**config.mk**
```make
export PLATFORM = sky130hd
export DESIGN_NAME = ttl_multi_out_sequencer
export DESIGN_NICKNAME = d
export VERILOG_FILES = /design/src/rtl/ttl_out_pkg.sv /design/src/rtl/ttl_channel_seq.sv /design/src/rtl/ttl_multi_out_sequencer.sv
export SDC_FILE = /design/constraint.sdc
export NUM_CORES = 1
export LEC_CHECK = 0
export CORE_MARGIN = 4
export CORE_UTILIZATION = 55
export DETAILED_ROUTE_END_ITERATION = 10
export PLACE_DENSITY = 0.8
export SYNTH_ARGS = -nofsm -noshare
export SYNTH_HDL_FRONTEND = slang
export SYNTH_HIERARCHICAL = 1
export SYNTH_SLANG_ARGS = --single-unit
```
**constraint.sdc**
```tcl
create_clock -name clk -period 5.74 [get_ports clk]
set_input_delay 1.435 -clock clk [delete_from_list [all_inputs] [get_ports clk]]
set_output_delay 1.435 -clock clk [all_outputs]
set_load 0.01 [all_outputs]
```
**src/rtl/ttl_out_pkg.sv**
```systemverilog
`default_nettype none
// ============================================================================
//  Module   : ttl_out_pkg
//  Purpose  : Shared types and command-word field offsets for the multi-channel
//             TTL output sequencer.
//  Contents : mode_e      - command mode field encoding
//             ch_state_e  - per-channel sequencer state
//             *_LSB       - bit offsets of the fields inside the 128-bit command
//  Revision : 1.0 - initial release
// ============================================================================
package ttl_out_pkg;

   typedef enum logic [1:0] {
      MODE_HOLD   = 2'd0,
      MODE_PULSE  = 2'd1,
      MODE_REPEAT = 2'd2,
      MODE_RSVD   = 2'd3
   } mode_e;

   typedef enum logic {
      ST_HOLD   = 1'b0,
      ST_REPEAT = 1'b1
   } ch_state_e;

   localparam int PAT_LSB  = 0;
   localparam int CNT_LSB  = 96;
   localparam int MODE_LSB = 112;
   localparam int MASK_LSB = 120;

endpackage
`default_nettype wire

```
**src/rtl/ttl_channel_seq.sv**
```systemverilog
`default_nettype none
// ============================================================================
//  Module   : ttl_channel_seq
//  Purpose  : One TTL channel of the sequencer. Tracks HOLD/REPEAT state, the
//             repeat counter, the current pattern word and the held level, and
//             produces the raw (pre-polarity) sample word for this channel.
//  Ports    : clk        in   fabric clock
//             resetn     in   synchronous active-low reset
//             i_freeze   in   hold all state (override active)
//             i_cmd_en   in   a HOLD/PULSE/REPEAT command targets this channel
//             i_mode     in   command mode
//             i_pattern  in   SER_W-sample pattern for this channel
//             i_count    in   repeat count (pattern shown count+1 cycles)
//             o_raw      out  raw sample word for this cycle
//             o_active   out  channel is in REPEAT
//  Revision : 1.0 - initial release
// ============================================================================
module ttl_channel_seq
   import ttl_out_pkg::*;
#(
   parameter int SER_W = 8,
   parameter int CNT_W = 16
) (
   input  logic             clk,
   input  logic             resetn,
   input  logic             i_freeze,
   input  logic             i_cmd_en,
   input  mode_e            i_mode,
   input  logic [SER_W-1:0] i_pattern,
   input  logic [CNT_W-1:0] i_count,
   output logic [SER_W-1:0] o_raw,
   output logic             o_active
);

   ch_state_e        r_state, w_state;
   logic [CNT_W-1:0] r_cnt,   w_cnt;
   logic [SER_W-1:0] r_pat,   w_pat;
   logic             r_held,  w_held;
   // In HOLD: show the pattern word for exactly one cycle before the held level.
   logic             r_show,  w_show;

   // State register
   always_ff @(posedge clk) begin
      if (!resetn) begin
         r_state <= ST_HOLD;
         r_cnt   <= '0;
         r_pat   <= '0;
         r_held  <= 1'b0;
         r_show  <= 1'b0;
      end else begin
         r_state <= w_state;
         r_cnt   <= w_cnt;
         r_pat   <= w_pat;
         r_held  <= w_held;
         r_show  <= w_show;
      end
   end

   // Next-state logic
   always_comb begin
      w_state = r_state;
      w_cnt   = r_cnt;
      w_pat   = r_pat;
      w_held  = r_held;
      w_show  = r_show;
      if (!i_freeze) begin
         if (i_cmd_en) begin
            // A new command always wins, including over a running REPEAT.
            w_pat  = i_pattern;
            w_show = 1'b1;
            case (i_mode)
               MODE_PULSE: begin
                  w_state = ST_HOLD;
                  w_held  = 1'b0;
               end
               MODE_REPEAT: begin
                  w_held = i_pattern[SER_W-1];
                  if (i_count == '0) begin
                     // Zero count is a single-cycle showing, same as HOLD timing.
                     w_state = ST_HOLD;
                  end else begin
                     w_state = ST_REPEAT;
                     w_cnt   = i_count;
                     w_show  = 1'b0;
                  end
               end
               default: begin
                  w_state = ST_HOLD;
                  w_held  = i_pattern[SER_W-1];
               end
            endcase
         end else begin
            case (r_state)
               ST_REPEAT: begin
                  // The last pattern cycle is spent in HOLD with r_show set, so
                  // ch_active drops for the final repetition.
                  if (r_cnt == CNT_W'(1)) begin
                     w_state = ST_HOLD;
                     w_show  = 1'b1;
                  end else begin
                     w_cnt = r_cnt - CNT_W'(1);
                  end
               end
               default: begin
                  w_show = 1'b0;
               end
            endcase
         end
      end
   end

   // Output logic
   always_comb begin
      o_active = (r_state == ST_REPEAT);
      if ((r_state == ST_REPEAT) || r_show) begin
         o_raw = r_pat;
      end else begin
         o_raw = {SER_W{r_held}};
      end
   end

endmodule
`default_nettype wire

```
**src/rtl/ttl_multi_out_sequencer.sv**
```systemverilog
`default_nettype none
// ============================================================================
//  Module   : ttl_multi_out_sequencer
//  Purpose  : Multi-channel TTL output sequencer between GPO_Core and per-pin
//             serializers. Decodes the command word, runs one ttl_channel_seq
//             per channel, aggregates errors, applies override and polarity and
//             registers the serializer words (LSB = first sample in time).
//  Ports    : clk             in   fabric clock (serializer CLKDIV)
//             resetn          in   synchronous active-low reset
//             cmd_valid       in   command strobe
//             cmd_data        in   128-bit command word
//             override_en     in   force all channels to override levels
//             override_value  in   per-channel static override level
//             ser_data        out  serializer words, ch c = [c*SER_W +: SER_W]
//             ch_active       out  channel in REPEAT
//             preempt_err     out  pulse: command hit a channel in REPEAT
//             mode_err        out  pulse: reserved mode received
//             overridden      out  pulse: command dropped due to override
//  Revision : 1.0 - initial release
// ============================================================================
module ttl_multi_out_sequencer
   import ttl_out_pkg::*;
#(
   parameter int         N_CH     = 8,
   parameter int         SER_W    = 8,
   parameter int         CNT_W    = 16,
   parameter logic [7:0] INV_MASK = 8'h00
) (
   input  logic                  clk,
   input  logic                  resetn,
   input  logic                  cmd_valid,
   input  logic [127:0]          cmd_data,
   input  logic                  override_en,
   input  logic [N_CH-1:0]       override_value,
   output logic [N_CH*SER_W-1:0] ser_data,
   output logic [N_CH-1:0]       ch_active,
   output logic                  preempt_err,
   output logic                  mode_err,
   output logic                  overridden
);

   // ---------------- field decode ----------------
   logic [N_CH*SER_W-1:0] w_pattern;
   logic [CNT_W-1:0]      w_count;
   mode_e                 w_mode;
   logic [N_CH-1:0]       w_mask;
   logic                  w_unused_cmd;

   assign w_pattern    = cmd_data[PAT_LSB +: N_CH*SER_W];
   assign w_count      = cmd_data[CNT_LSB +: CNT_W];
   assign w_mode       = mode_e'(cmd_data[MODE_LSB +: 2]);
   assign w_mask       = cmd_data[MASK_LSB +: N_CH];
   assign w_unused_cmd = ^cmd_data;

   // Override takes priority over any command in the same cycle.
   logic w_cmd_ok;
   logic w_mode_err;
   logic w_drop;
   logic w_preempt;

   assign w_cmd_ok   = cmd_valid && !override_en && (w_mode != MODE_RSVD);
   assign w_mode_err = cmd_valid && !override_en && (w_mode == MODE_RSVD);
   assign w_drop     = cmd_valid && override_en;

   // ---------------- channels ----------------
   logic [N_CH*SER_W-1:0] w_raw_word;
   logic [N_CH*SER_W-1:0] w_inv_word;
   logic [N_CH*SER_W-1:0] w_ovr_word;
   logic [N_CH-1:0]       w_active;
   logic [N_CH-1:0]       r_ovr_val;

   genvar c;
   generate
      for (c = 0; c < N_CH; c++) begin : g_ch
         ttl_channel_seq #(
            .SER_W (SER_W),
            .CNT_W (CNT_W)
         ) u_ch (
            .clk       (clk),
            .resetn    (resetn),
            .i_freeze  (override_en),
            .i_cmd_en  (w_cmd_ok && w_mask[c]),
            .i_mode    (w_mode),
            .i_pattern (w_pattern[c*SER_W +: SER_W]),
            .i_count   (w_count),
            .o_raw     (w_raw_word[c*SER_W +: SER_W]),
            .o_active  (w_active[c])
         );
         assign w_inv_word[c*SER_W +: SER_W] = {SER_W{INV_MASK[c]}};
         assign w_ovr_word[c*SER_W +: SER_W] = {SER_W{r_ovr_val[c]}};
      end
   endgenerate

   assign w_preempt = w_cmd_ok && ((w_mask & w_active) != '0);

   // ---------------- pipeline ----------------
   // Command-side flags and the override select are staged once so that they
   // line up with the channel words, which already sit one register deep.
   logic                  r_pre_s1;
   logic                  r_mode_s1;
   logic                  r_drop_s1;
   logic                  r_ovr_s1;
   logic [N_CH*SER_W-1:0] r_ser_data;
   logic [N_CH-1:0]       r_ch_active;
   logic                  r_preempt_err;
   logic                  r_mode_err;
   logic                  r_overridden;

   always_ff @(posedge clk) begin
      if (!resetn) begin
         r_pre_s1      <= 1'b0;
         r_mode_s1     <= 1'b0;
         r_drop_s1     <= 1'b0;
         r_ovr_s1      <= 1'b0;
         r_ovr_val     <= '0;
         r_ser_data    <= w_inv_word;
         r_ch_active   <= '0;
         r_preempt_err <= 1'b0;
         r_mode_err    <= 1'b0;
         r_overridden  <= 1'b0;
      end else begin
         r_pre_s1      <= w_preempt;
         r_mode_s1     <= w_mode_err;
         r_drop_s1     <= w_drop;
         r_ovr_s1      <= override_en;
         r_ovr_val     <= override_value;
         r_ser_data    <= (r_ovr_s1 ? w_ovr_word : w_raw_word) ^ w_inv_word;
         r_ch_active   <= w_active;
         r_preempt_err <= r_pre_s1;
         r_mode_err    <= r_mode_s1;
         r_overridden  <= r_drop_s1;
      end
   end

   assign ser_data    = r_ser_data;
   assign ch_active   = r_ch_active;
   assign preempt_err = r_preempt_err;
   assign mode_err    = r_mode_err;
   assign overridden  = r_overridden;

endmodule
`default_nettype wire

```
* Word-level counts from Yosys, hierarchy flattened
Index checks and enable logic that the tools add are counted.
** Operators by class
- $add $sub $neg :: 8
- Equality and inequality tests :: 44
- Multiplexer cells :: 95
- Bitwise operators :: 2
- Reduce and logical (&&, ||, !) cells :: 56
** Operators by type and width (number)
- 2-to-1 mux 16 bit :: 26
- == test 16 x 1 -> 1 bit, second input constant :: 8
- subtractor 16 x 1 -> 16 bit, second input constant :: 8
- 2-to-1 mux 64 bit :: 1
- 2-to-1 mux 8 bit :: 8
- 2-to-1 mux 1 bit :: 60
- AND reduction 5 bit :: 8
- != test 2 bit, second input constant :: 17
- AND reduction 2 bit :: 16
- != test 3 x 2 -> 1 bit, second input constant :: 8
- logical NOT 16 bit :: 1
- != test 2 x 1 -> 1 bit, second input constant :: 8
- nonzero test 2 bit :: 8
- logical AND 1 bit :: 13
- bitwise AND 8 bit :: 1
- logical OR 1 bit :: 8
- nonzero test 8 bit :: 1
- == test 2 bit, second input constant :: 2
- == test 2 x 1 -> 1 bit, second input constant :: 1
- logical NOT 1 bit :: 1
- NOT 1 bit :: 1
** Storage, ports and cells
- Register bits :: 303
- Input bits :: 140
- Output and inout port bits :: 75
- Word-level logic and storage cells :: 255

* Logic depth before layout (Yosys ltp)
- Depth in word-level cells :: 6
- Gate-level depth with buffers :: 11
- Gate-level depth less buffers :: 8

* Cells and area by module
The synthesis kept the hierarchy.
** Modules (own cells, without submodules)
- ttl_channel_seq (g_ch[0].u_ch ...) :: instances 4, cells each 218, area an instance 1577.8 µm², seq. area each 540.5 µm²
- ttl_channel_seq (g_ch[4].u_ch ...) :: instances 4, cells each 222, area an instance 1572.8 µm², seq. area each 540.5 µm²
- ttl_multi_out_sequencer :: instances 1, cells each 280, area an instance 3061.7 µm², seq. area each 1741.7 µm²

* Worst setup path after synthesis
No wires, ideal clock.
- Kind :: in2reg
- Start point :: input port cmd_data[112]
- End point :: register g_ch[4].u_ch.r_cnt[9]
- Setup time :: 0.070 ns
- Data arrival time :: 3.166 ns
- Data required time :: 5.670 ns
- Slack :: 2.503 ns
- Cell stages on the path :: 11
- Path buffers :: 3
- Path through :: nand2_1 and3b_1 buf_2 and2_1 clkbuf_1 nand2_1 nor3_1 a22o_1 clkbuf_1 o211ai_1 a21oi_1
** On the way
- Cells in the longest elaborated chain, start to end :: 5
- Elaborated cells on any way between the ends :: 10
- Classes of those cells :: eq/ne: 5; mux: 1; reduce/logical: 4
** Ends and longest elaborated chain
- from (decl) :: line ttl_multi_out_sequencer.sv:32 : input logic [127:0] cmd_data,
- != test 2 bit :: line ttl_multi_out_sequencer.sv:61 : assign w_cmd_ok = cmd_valid && !override_en && (w_mode != MODE_RSVD);
- logical AND 1 bit :: line ttl_multi_out_sequencer.sv:61
- logical AND 1 bit :: line ttl_multi_out_sequencer.sv:82 : .i_cmd_en (w_cmd_ok && w_mask[c]),
- != test 2 x 1 -> 1 bit (no source line) (tied with other cells)
- AND reduction 5 bit (no source line)
- to (signal assigned) :: line ttl_channel_seq.sv:52 : r_cnt <= w_cnt;
- to (decl) :: line ttl_channel_seq.sv:36 : logic [CNT_W-1:0] r_cnt, w_cnt;
Parallel ways exist; a longest one is shown, timed or not.
A chain may end at the register's enable or synchronous reset.

* Final worst setup path
- Start point :: input port cmd_data[112]
- End point :: register g_ch[6].u_ch.r_cnt[12]
** On the way
- Cells in the longest elaborated chain, start to end :: 5
- Elaborated cells on any way between the ends :: 10
- Classes of those cells :: eq/ne: 5; mux: 1; reduce/logical: 4
** Ends and longest elaborated chain (line)
- != test 2 bit :: ttl_multi_out_sequencer.sv:61
- logical AND 1 bit :: ttl_multi_out_sequencer.sv:61
- logical AND 1 bit :: ttl_multi_out_sequencer.sv:82
- != test 2 x 1 -> 1 bit (no source line) (tied with other cells)
- AND reduction 5 bit (no source line)
- to (signal assigned) :: ttl_channel_seq.sv:52
- to (decl) :: ttl_channel_seq.sv:36
Parallel ways exist; a longest one is shown, timed or not.

==> run metrics <==
CTS Buffer Depth 3; synthesized area per cell 7.678 um2; max cap viols 0; Netlist Area Pre-Place 15,660 um2; status completed; register area share after synthesis 38.73%; Root Driver clkbuf_16; leak pwr 6.784 nW; critical path type input pin to flop; Hold-fix buffers, CTS 0; Starting Density 56.07%; crit path cell chain clkdlybuf4s50_1 > nand2_1 > and3b_1 > and2_1 > buf_4 > nand2_1 > nor3_1 > a22o_1 > o21ai_0 > a31o_1; syn nets 2,196; Fin Clk Skew 0.01300 ns; RD Place Congestion 0.8631; Synth async-reset ratio 0%; final setup margin 1.577 ns; DP Wirelength 27,830 um; # setup viols final 0; Synth Flop Type dfxtp_1; Port Buffers 176; Pwr Density 303.9 nW/um2; routed len/inst 17.49 um; CP Buf/Inv Count 2; CORE AREA 27,930 um2; die area 31,240 um2; Resize count post-CTS 0; Synth Warn # 6; number of core rows 61; worst relative slew slack 21.99%; post-route ant nets 0; share of cells above drive strength 1 5.839%; P&R area growth vs syn 18.95%; number of synthesized flops with an enable pin 0; number of setup buffers added after CTS 0; Peak VDD IR 0.0002440 V; Max stage delay on crit path 0.58 ns; pin count of the biggest net entering global routing 97; CP arrival 4.58 ns; worst-path fanout max 45; DRC viols 0; Critical Path Most Common Cell nand2_1; Final TNS setup 0 ns; first-pass GRT wire length 71,500 um; Hold/Removal Path Class flop to flop; fin crit share 72.52%; worst skew pair latency 0.52 ns; vias in the first global route 14.25k; drt first-iter violations 1,592; Die Ht 176.8 um; Worst setup SP type input pin; nets@finish 2,290; die width 176.8 um; Fin. Hold Viols 0; Yosys cell types 58; n_diodes 0; Critical Path Slowest Stage Cell and3b_1; Ports 215; delay-heaviest family, CP simple AND/OR/NAND/NOR gates; Least-Margin Pin Slew 1.167 ns; Tot GR Track Use 27.20%; Crit path required time 6.15 ns; grt total ovfl 0; CTS tree done; pre-CTS setup slack 1.143 ns; drt total wl 44,360 um; CTS buffer count 34; Yosys reg bits 303; fmax 240.2 MHz; RSZ-0062 raised after global routing no; Cells after Synth 2,040; CP Capture Type flop; clk sinks 303; min Tclk post-route 4.163 ns; vias 15.59k; H-tree depth 2; Slew Viols, Final 0; drt first pass iters 5; CTS clk-pin slew, worst paths 0.06 ns; initial antenna violation count 0; vias per inst 6.146
==> where the power goes <==
part	internal, mW	total (mW)	switching (mW)
Clock	1.41	2.29	0.879
Sequential	2.19	2.29	0.0986
Combinational	0.471	1.08	0.610
Total	4.07	5.66	1.59
==> final cells by class <==
cell class	count	area, um2
well taps	378	473.0
flip-flops and latches	303	6067
fillers	2347	9303
clock buffers	44	958.4
repair buffers	200	1947
multi-input cells	1555	8806
clock inverters	16	230.2
inverters	40	150.1
==> kinds of logic after synthesis <==
logic type / after synthesis / share of synthesized area, %
xor gates and xnor gates: 8 / 0.4473
AOI/OAI and AO/OA: 636 / 26.31
DFF: 303 / 38.73
buffers and inverters: 182 / 5.056
muxes: 4 / 0.2556
adders and majority gates: 16 / 1.278
and+or+nand+nor: 891 / 27.93
==> synthesized netlist by cell type, types with 36 or more instances <==
library cell  number  area (um2)
nand2b_1         120       750.7
o21ai_0          128       640.6
nor4_1            68       425.4
dfxtp_1          303        6066
nor3_1            61       305.3
o211ai_1          36       270.3
or3_1             36       225.2
nor2_1           112       420.4
clkbuf_1          94       352.8
o31ai_1           52       390.4
nand2_1          378        1419
a21boi_1          54       405.4
a21oi_1          188       940.9
==> metrics by stage <==
| stage | hold slack (ns) | utilization (%) | instances | total power, mW | area, um2 |
|---|---|---|---|---|---|
| floorplan | 0.4119 | - | 2040 | 3.078 | 15660 |
| global placement | 0.4228 | 62.44 | 2476 | 3.352 | 17440 |
| detailed placement | 0.4285 | 62.44 | 2476 | 3.390 | 17440 |
| CTS | 0.4485 | 66.70 | 2536 | 5.676 | 18630 |
| global route | 0.4613 | 66.70 | 2536 | 5.919 | 18630 |
| finish | 0.4399 | 66.70 | 2536 | 5.662 | 18630 |
==> cells in the final DEF (no fill, tap or decap), types with 7 or more instances in the layout <==
master and count:
nor2_1 112, o211ai_1 36, o31a_1 8, a31oi_1 20, ha_1 16, a31o_1 12, nor3_1 61, o32ai_1 16
inv_1 32, nor4_1 68, clkbuf_16 34, a221oi_1 8, nand2_1 378, and2_1 32, o41ai_1 16, o21a_1 8
clkdlybuf4s50_1 174, a211oi_1 8, nand3_1 16, or4_4 16, a21boi_1 54, a21oi_1 188, a22oi_1 20, a21boi_2 10
dfxtp_1 302, clkbuf_8 7, buf_4 24, nor4b_1 8, o21ai_0 128, nand2b_1 120, o41a_1 8, nand4_1 17
or3_1 36, o31ai_1 52, o22ai_1 8, clkinv_1 8
==> worst paths after layout <==
check                           cells past startpoint                  start                      to  slack (ns)
worst max-delay path                               10          cmd_data[112]  g_ch[6].u_ch/r_cnt[12]        1.58
worst min-delay path                                1              r_drop_s1              overridden        0.44
worst max register to register                      5  g_ch[6].u_ch/r_cnt[3]  g_ch[6].u_ch/r_cnt[12]        3.37
worst min register to register                      1              r_drop_s1              overridden        0.44
==> registers in the layout, summed over array words and instances, names as in the netlist <==
| register | flops |
|---|---|
| ch_active | 8 |
| g_ch.u_ch/r_show | 8 |
| ser_data | 64 |
| r_ovr_val | 8 |
| overridden | 1 |
| mode_err | 1 |
| g_ch.u_ch/r_held | 8 |
| g_ch.u_ch/o_active | 8 |
| g_ch.u_ch/r_pat | 64 |
| r_mode_s1 | 1 |
| g_ch.u_ch/r_cnt | 128 |
| r_pre_s1 | 1 |
| r_drop_s1 | 1 |
| preempt_err | 1 |
| r_ovr_s1 | 1 |
==> per-layer routing <==
metal	GRT usage (%)	part of all wire, %	up-vias
met4	6.931	2.4	0
met5	0	0	-
met2	45.19	46	703
met1	37.10	42	7267
li1	-	-	7524
met3	4.443	9.0	91
No activity file was read; power rests on OpenSTA's default activity.
==> patch 1, RTL diff (same settings) <==
The parameter `N_CH` goes from 8 to 4.
--- a/src/rtl/ttl_multi_out_sequencer.sv
+++ b/src/rtl/ttl_multi_out_sequencer.sv
@@ -21,7 +21,7 @@
 module ttl_multi_out_sequencer
    import ttl_out_pkg::*;
 #(
-   parameter int         N_CH     = 8,
+   parameter int         N_CH     = 4,
    parameter int         SER_W    = 8,
    parameter int         CNT_W    = 16,
    parameter logic [7:0] INV_MASK = 8'h00
Interface: changed (resized ch_active, override_value and ser_data); port bits go from 215 to 175. No check against the original RTL was run, so the function may have changed too.
==> patch 1 against the original RTL <==
  * Worst setup slack improved by 0.064 ns
  * Sequential cell count is 148 lower
  * Total power fell by 54%
  * Routed wire length decreased by 51%
  * Critical path type unchanged
  * Design area shrank 48%
  * Area after synthesis decreased by 48%
  * Largest power group unchanged
  * Non-clock buffer count is 88 lower
  * Clock power decreased by 55%
==> patch 1: results (changes against the original RTL) <==
status: "finished clean"
root_buffer: "clkbuf_16"
grt_pass1_vias: 7225  # -49%
yosysSeqAreaShare_pct: 38.2  # -0.57 points
syn-num-nets: 1203  # -45%
cpPeakStageDelay_ns: 0.84  # +0.26 ns
synth_common_cells: "nand2_1, dfxtp_1, a21oi_1"
leakage_nw: 3.48  # -49%
dr.pass1.iters: 7  # +2
htreeDepth: 4  # +2
use_met2_pct: 41.5  # -3.7 points
drive_above_1_share_pct: 9.00  # +3.2 points
grt_max_degree: 40  # -59%
dp_hpwl_mm: 14.3  # -48%
grt_pass1_wl_mm: 35.6  # -50%
gp_congestion: 0.862  # -0.10%
clockBufferDepth: 2  # -1
crit_family: "compound AO/OA/AOI/OAI gates"
grtUsageTotal_pct: 26.0  # -1.2 points
worst_pin_slew_ns: 1.02  # -0.144 ns
yosysUniqueCellTypes: 54  # -6.9%
period_share_pct: 71.4  # -1.1 points
arrival_ns: 4.42  # -0.16 ns
clk_pin_slew_ns: 0.06  # about the same
drtIter0Drc: 1069  # -33%
ir_worst_vdd_uv: 199  # -19%
drt_wl_total_mm: 21.7  # -51%
nets: 1275  # -44%
port_buffers: 100  # -43%
fill_cells: 1255  # -47%
met3_usage_pct: 4.99  # +0.54 points
grt_util_met1_pct: 36.0  # -1.1 points
numCtsBuffers: 17  # -50%
cp_max_fo: 39  # -13%
largest_reg_flops: 64  # -50%
slowest_stage: "a22oi_2"
cts_setup_buffers: 0  # unchanged
dr_total_vias: 7939  # -49%
clock_latency_ns: 0.42  # -0.10 ns
synth_flop_cell: "dfxtp_1"
dp_slack_ns: 1.24  # +0.0926 ns
fin_skew_ns: 0.00723  # -0.00576 ns
r2r_slack_ns: 3.27  # -0.10 ns
synth_area_leaders: "dfxtp_1, nand2_1, a21oi_1"
-- patch 1: cell count changes in the layout (fill, tap and decap cells not counted), moves of 34 or more --
cell | before | now
a21boi_1 | 54 | 0
nor3_1 | 61 | 12
clkdlybuf4s50_1 | 174 | 100
o21ai_1 | 4 | 38
nand2_1 | 378 | 208
o21ai_0 | 128 | 60
dfxtp_1 | 302 | 155
nand2b_1 | 120 | 63
o31ai_1 | 52 | 14
nor4_1 | 68 | 32
a21oi_1 | 188 | 114
-- patch 1: kinds of logic (layout without fill, tap and decap cells) --
logic type	Yosys count	after routing	share of synthesized area (%)
AO/OA/AOI/OAI	327	327	25.5
XOR/XNOR	4	4	0.431
multiplexers	2	2	0.246
adder cells (fa/ha/maj)	8	8	1.23
buffers and inverters	76	161	4.46
AND/OR/NAND/NOR	487	487	30.0
flip-flops	155	155	38.2
-- patch 1: worst reg2reg max path, stage by stage (launching register included) --
cell and delay (ns):
dfxtp_1 0.41, ha_1 0.17, nor4b_1 0.35, a41oi_2 0.30
a22oi_2 0.81, a211oi_1 0.11, a211oi_1 0.24
-- patch 1: final timing paths --
check | from | end | cells after the start
min | r_pre_s1$_SDFF_PN0_ | preempt_err$_SDFF_PN0_ | 1
max | cmd_data[112] | g_ch[3].u_ch/r_cnt[1]$_SDFFE_PN0P_ | 9
max reg2reg | g_ch[2].u_ch/r_cnt[0]$_SDFFE_PN0P_ | g_ch[2].u_ch/r_cnt[1]$_SDFFE_PN0P_ | 6
min reg2reg | r_pre_s1$_SDFF_PN0_ | preempt_err$_SDFF_PN0_ | 1
-- patch 1: per-layer routing --
metal	vias to the layer above	wire, microns
met4	0	316
met5	-	0
met2	331	9740
li1	3905	-
met1	3667	9700
met3	36	1940
-- patch 1: power breakdown --
part           internal, W  switching [W]
combinational     0.000186       0.000249
clock             0.000569       0.000462
sequential         0.00110      0.0000286
total              0.00186       0.000740
-- patch 1: layout make-up --
cell class	count	area, sq um	share of cell area (%)
Multi-Input combinational cell	828	4690	48.2
Timing Repair Buffer	112	1090	11.2
Tap cell	184	230	2.37
Clock buffer	21	450	4.64
Sequential cell	155	3100	32.0
Inverter	17	63.8	0.657
Clock inverter	11	87.6	0.902
-- patch 1: stage by stage --
step | cells | hold slack, ns | instance area, sq um
2_1_floorplan | 1059 | 0.412 | 8130
3_3_place_gp | 1296 | 0.419 | 9170
3_5_place_dp | 1296 | 0.424 | 9170
4_1_cts | 1328 | 0.436 | 9710
5_1_grt | 1328 | 0.458 | 9710
6_report | 1328 | 0.430 | 9710
==> patch 2, RTL diff (same flow settings) <==
Made on the original files. Register the output `ser_data` once more, without a reset; this adds one clock of latency there. The other outputs are not delayed to match.
--- a/src/rtl/ttl_multi_out_sequencer.sv
+++ b/src/rtl/ttl_multi_out_sequencer.sv
@@ -132,7 +132,9 @@
       end
    end
 
-   assign ser_data    = r_ser_data;
+   always_ff @(posedge clk) begin
+      ser_data <= r_ser_data;
+   end
    assign ch_active   = r_ch_active;
    assign preempt_err = r_preempt_err;
    assign mode_err    = r_mode_err;
Function: not settled (the Yosys comparison gave no result); the edit may change what the design does.
==> patch 2 against the original RTL <==
  * Utilization barely moved
  * Sequential cell count rose by 64
  * Cell count rose by 3.7%
  * Routed wire length rose by 2.8%
  * Area after synthesis rose by 8.1%
  * Fmax fell by 8.5%
  * Largest cell class unchanged
  * Worst setup slack got worse by 0.39 ns
  * Clock power rose by 7%
  * Die area rose by 7.7%
  * Design area rose by 7.6%
  * Sequential share of layout area rose by 4.1 points
  * Clock skew rose by 0.0066 ns
  * Critical endpoint is now g_ch[7].u_ch/r_cnt[5]$_SDFFE_PN0P_
  * Sequential power rose by 20%
  * Total power rose by 11%
  * Highest routed layer unchanged
==> patch 2: results (changes against the original RTL) <==
nets: 2371  # +3.5%
p_seq_share_pct: 43.7  # +3.2 points
syn-num-nets: 2260  # +2.9%
arrival_ns: 4.99  # +0.41 ns
leakage_nw: 7.37  # +8.7%
slew_headroom_pct: 19.4  # -2.5 points
status: "finished clean"
dr_total_vias: 16000  # +2.8%
antenna_cells: 0  # unchanged
synth.area.mux_share_pct: 0.236  # -0.019 points
met3_length_mm: 3.83  # -4.4%
ys_ff_latch: 367  # +21%
cp_max_fo: 23  # -49%
sh_seq_area_pct: 36.7  # +4.1 points
final-clk-cell-share_pct: 6.25  # -0.13 points
grtUsageTotal_pct: 26.2  # -1.0 points
clockBufferDepth: 3  # unchanged
synth_common_cells: "nand2_1, dfxtp_1, a21oi_1"
signal_buffers: 212  # +6.0%
met1_length_mm: 19.3  # +2.6%
nClkBuffers: 58  # +32%
cpPeakStageDelay_ns: 0.99  # +0.41 ns
use_met2_pct: 42.6  # -2.6 points
yosysUniqueCellTypes: 59  # +1.7%
internal-power_w: 0.00458  # +12%
core_area_sq_mm: 0.0300  # +7.5%
dr.pass1.iters: 6  # +1
ir_worst_vdd_uv: 216  # -11%
drive_above_1_share_pct: 5.85  # +0.0095 points
synth_compound_area_share_pct: 24.2  # -2.2 points
synth-adder-area-share_pct: 1.18  # -0.096 points
met3_usage_pct: 4.47  # +0.028 points
fill_cells: 2434  # +3.7%
p_sw_w: 0.00170  # +7.2%
dp_slack_ns: 0.833  # -0.310 ns
grt_pass1_wl_mm: 74.4  # +4.0%
gp_congestion: 0.888  # +2.9%
drtIter0Drc: 1616  # +1.5%
wl_met2_mm: 21.0  # +2.8%
rows: 63  # +3.3%
dp_hpwl_mm: 29.0  # +4.3%
grt_util_met1_pct: 35.4  # -1.7 points
powerClk_w: 0.00245  # +7%
fin_skew_ns: 0.0196  # +0.00664 ns
grt_max_degree: 73  # -25%
[patch 2: metrics by stage]
step	hold slack, ns	util (%)	instance area, sq um	instances
2_1_floorplan	0.310	-	16900	2104
3_3_place_gp	0.310	62.6	18800	2564
3_5_place_dp	0.312	62.6	18800	2564
4_1_cts	0.325	66.7	20000	2630
5_1_grt	0.328	66.7	20000	2630
6_report	0.324	66.7	20000	2630
[patch 2: worst paths after layout]
| path | startpoint | end | slack [ns] | cells after the start |
|---|---|---|---|---|
| max | cmd_data[113] | g_ch[7].u_ch/r_cnt[5]$_SDFFE_PN0P_ | 1.19 | 8 |
| min | r_ser_data[35]$_SDFF_PN0_ | ser_data[35]$_DFF_P_ | 0.32 | 0 |
| max reg2reg | g_ch[3].u_ch/r_cnt[3]$_SDFFE_PN0P_ | g_ch[3].u_ch/r_cnt[13]$_SDFFE_PN0P_ | 2.87 | 6 |
| min reg2reg | r_ser_data[35]$_SDFF_PN0_ | ser_data[35]$_DFF_P_ | 0.32 | 0 |
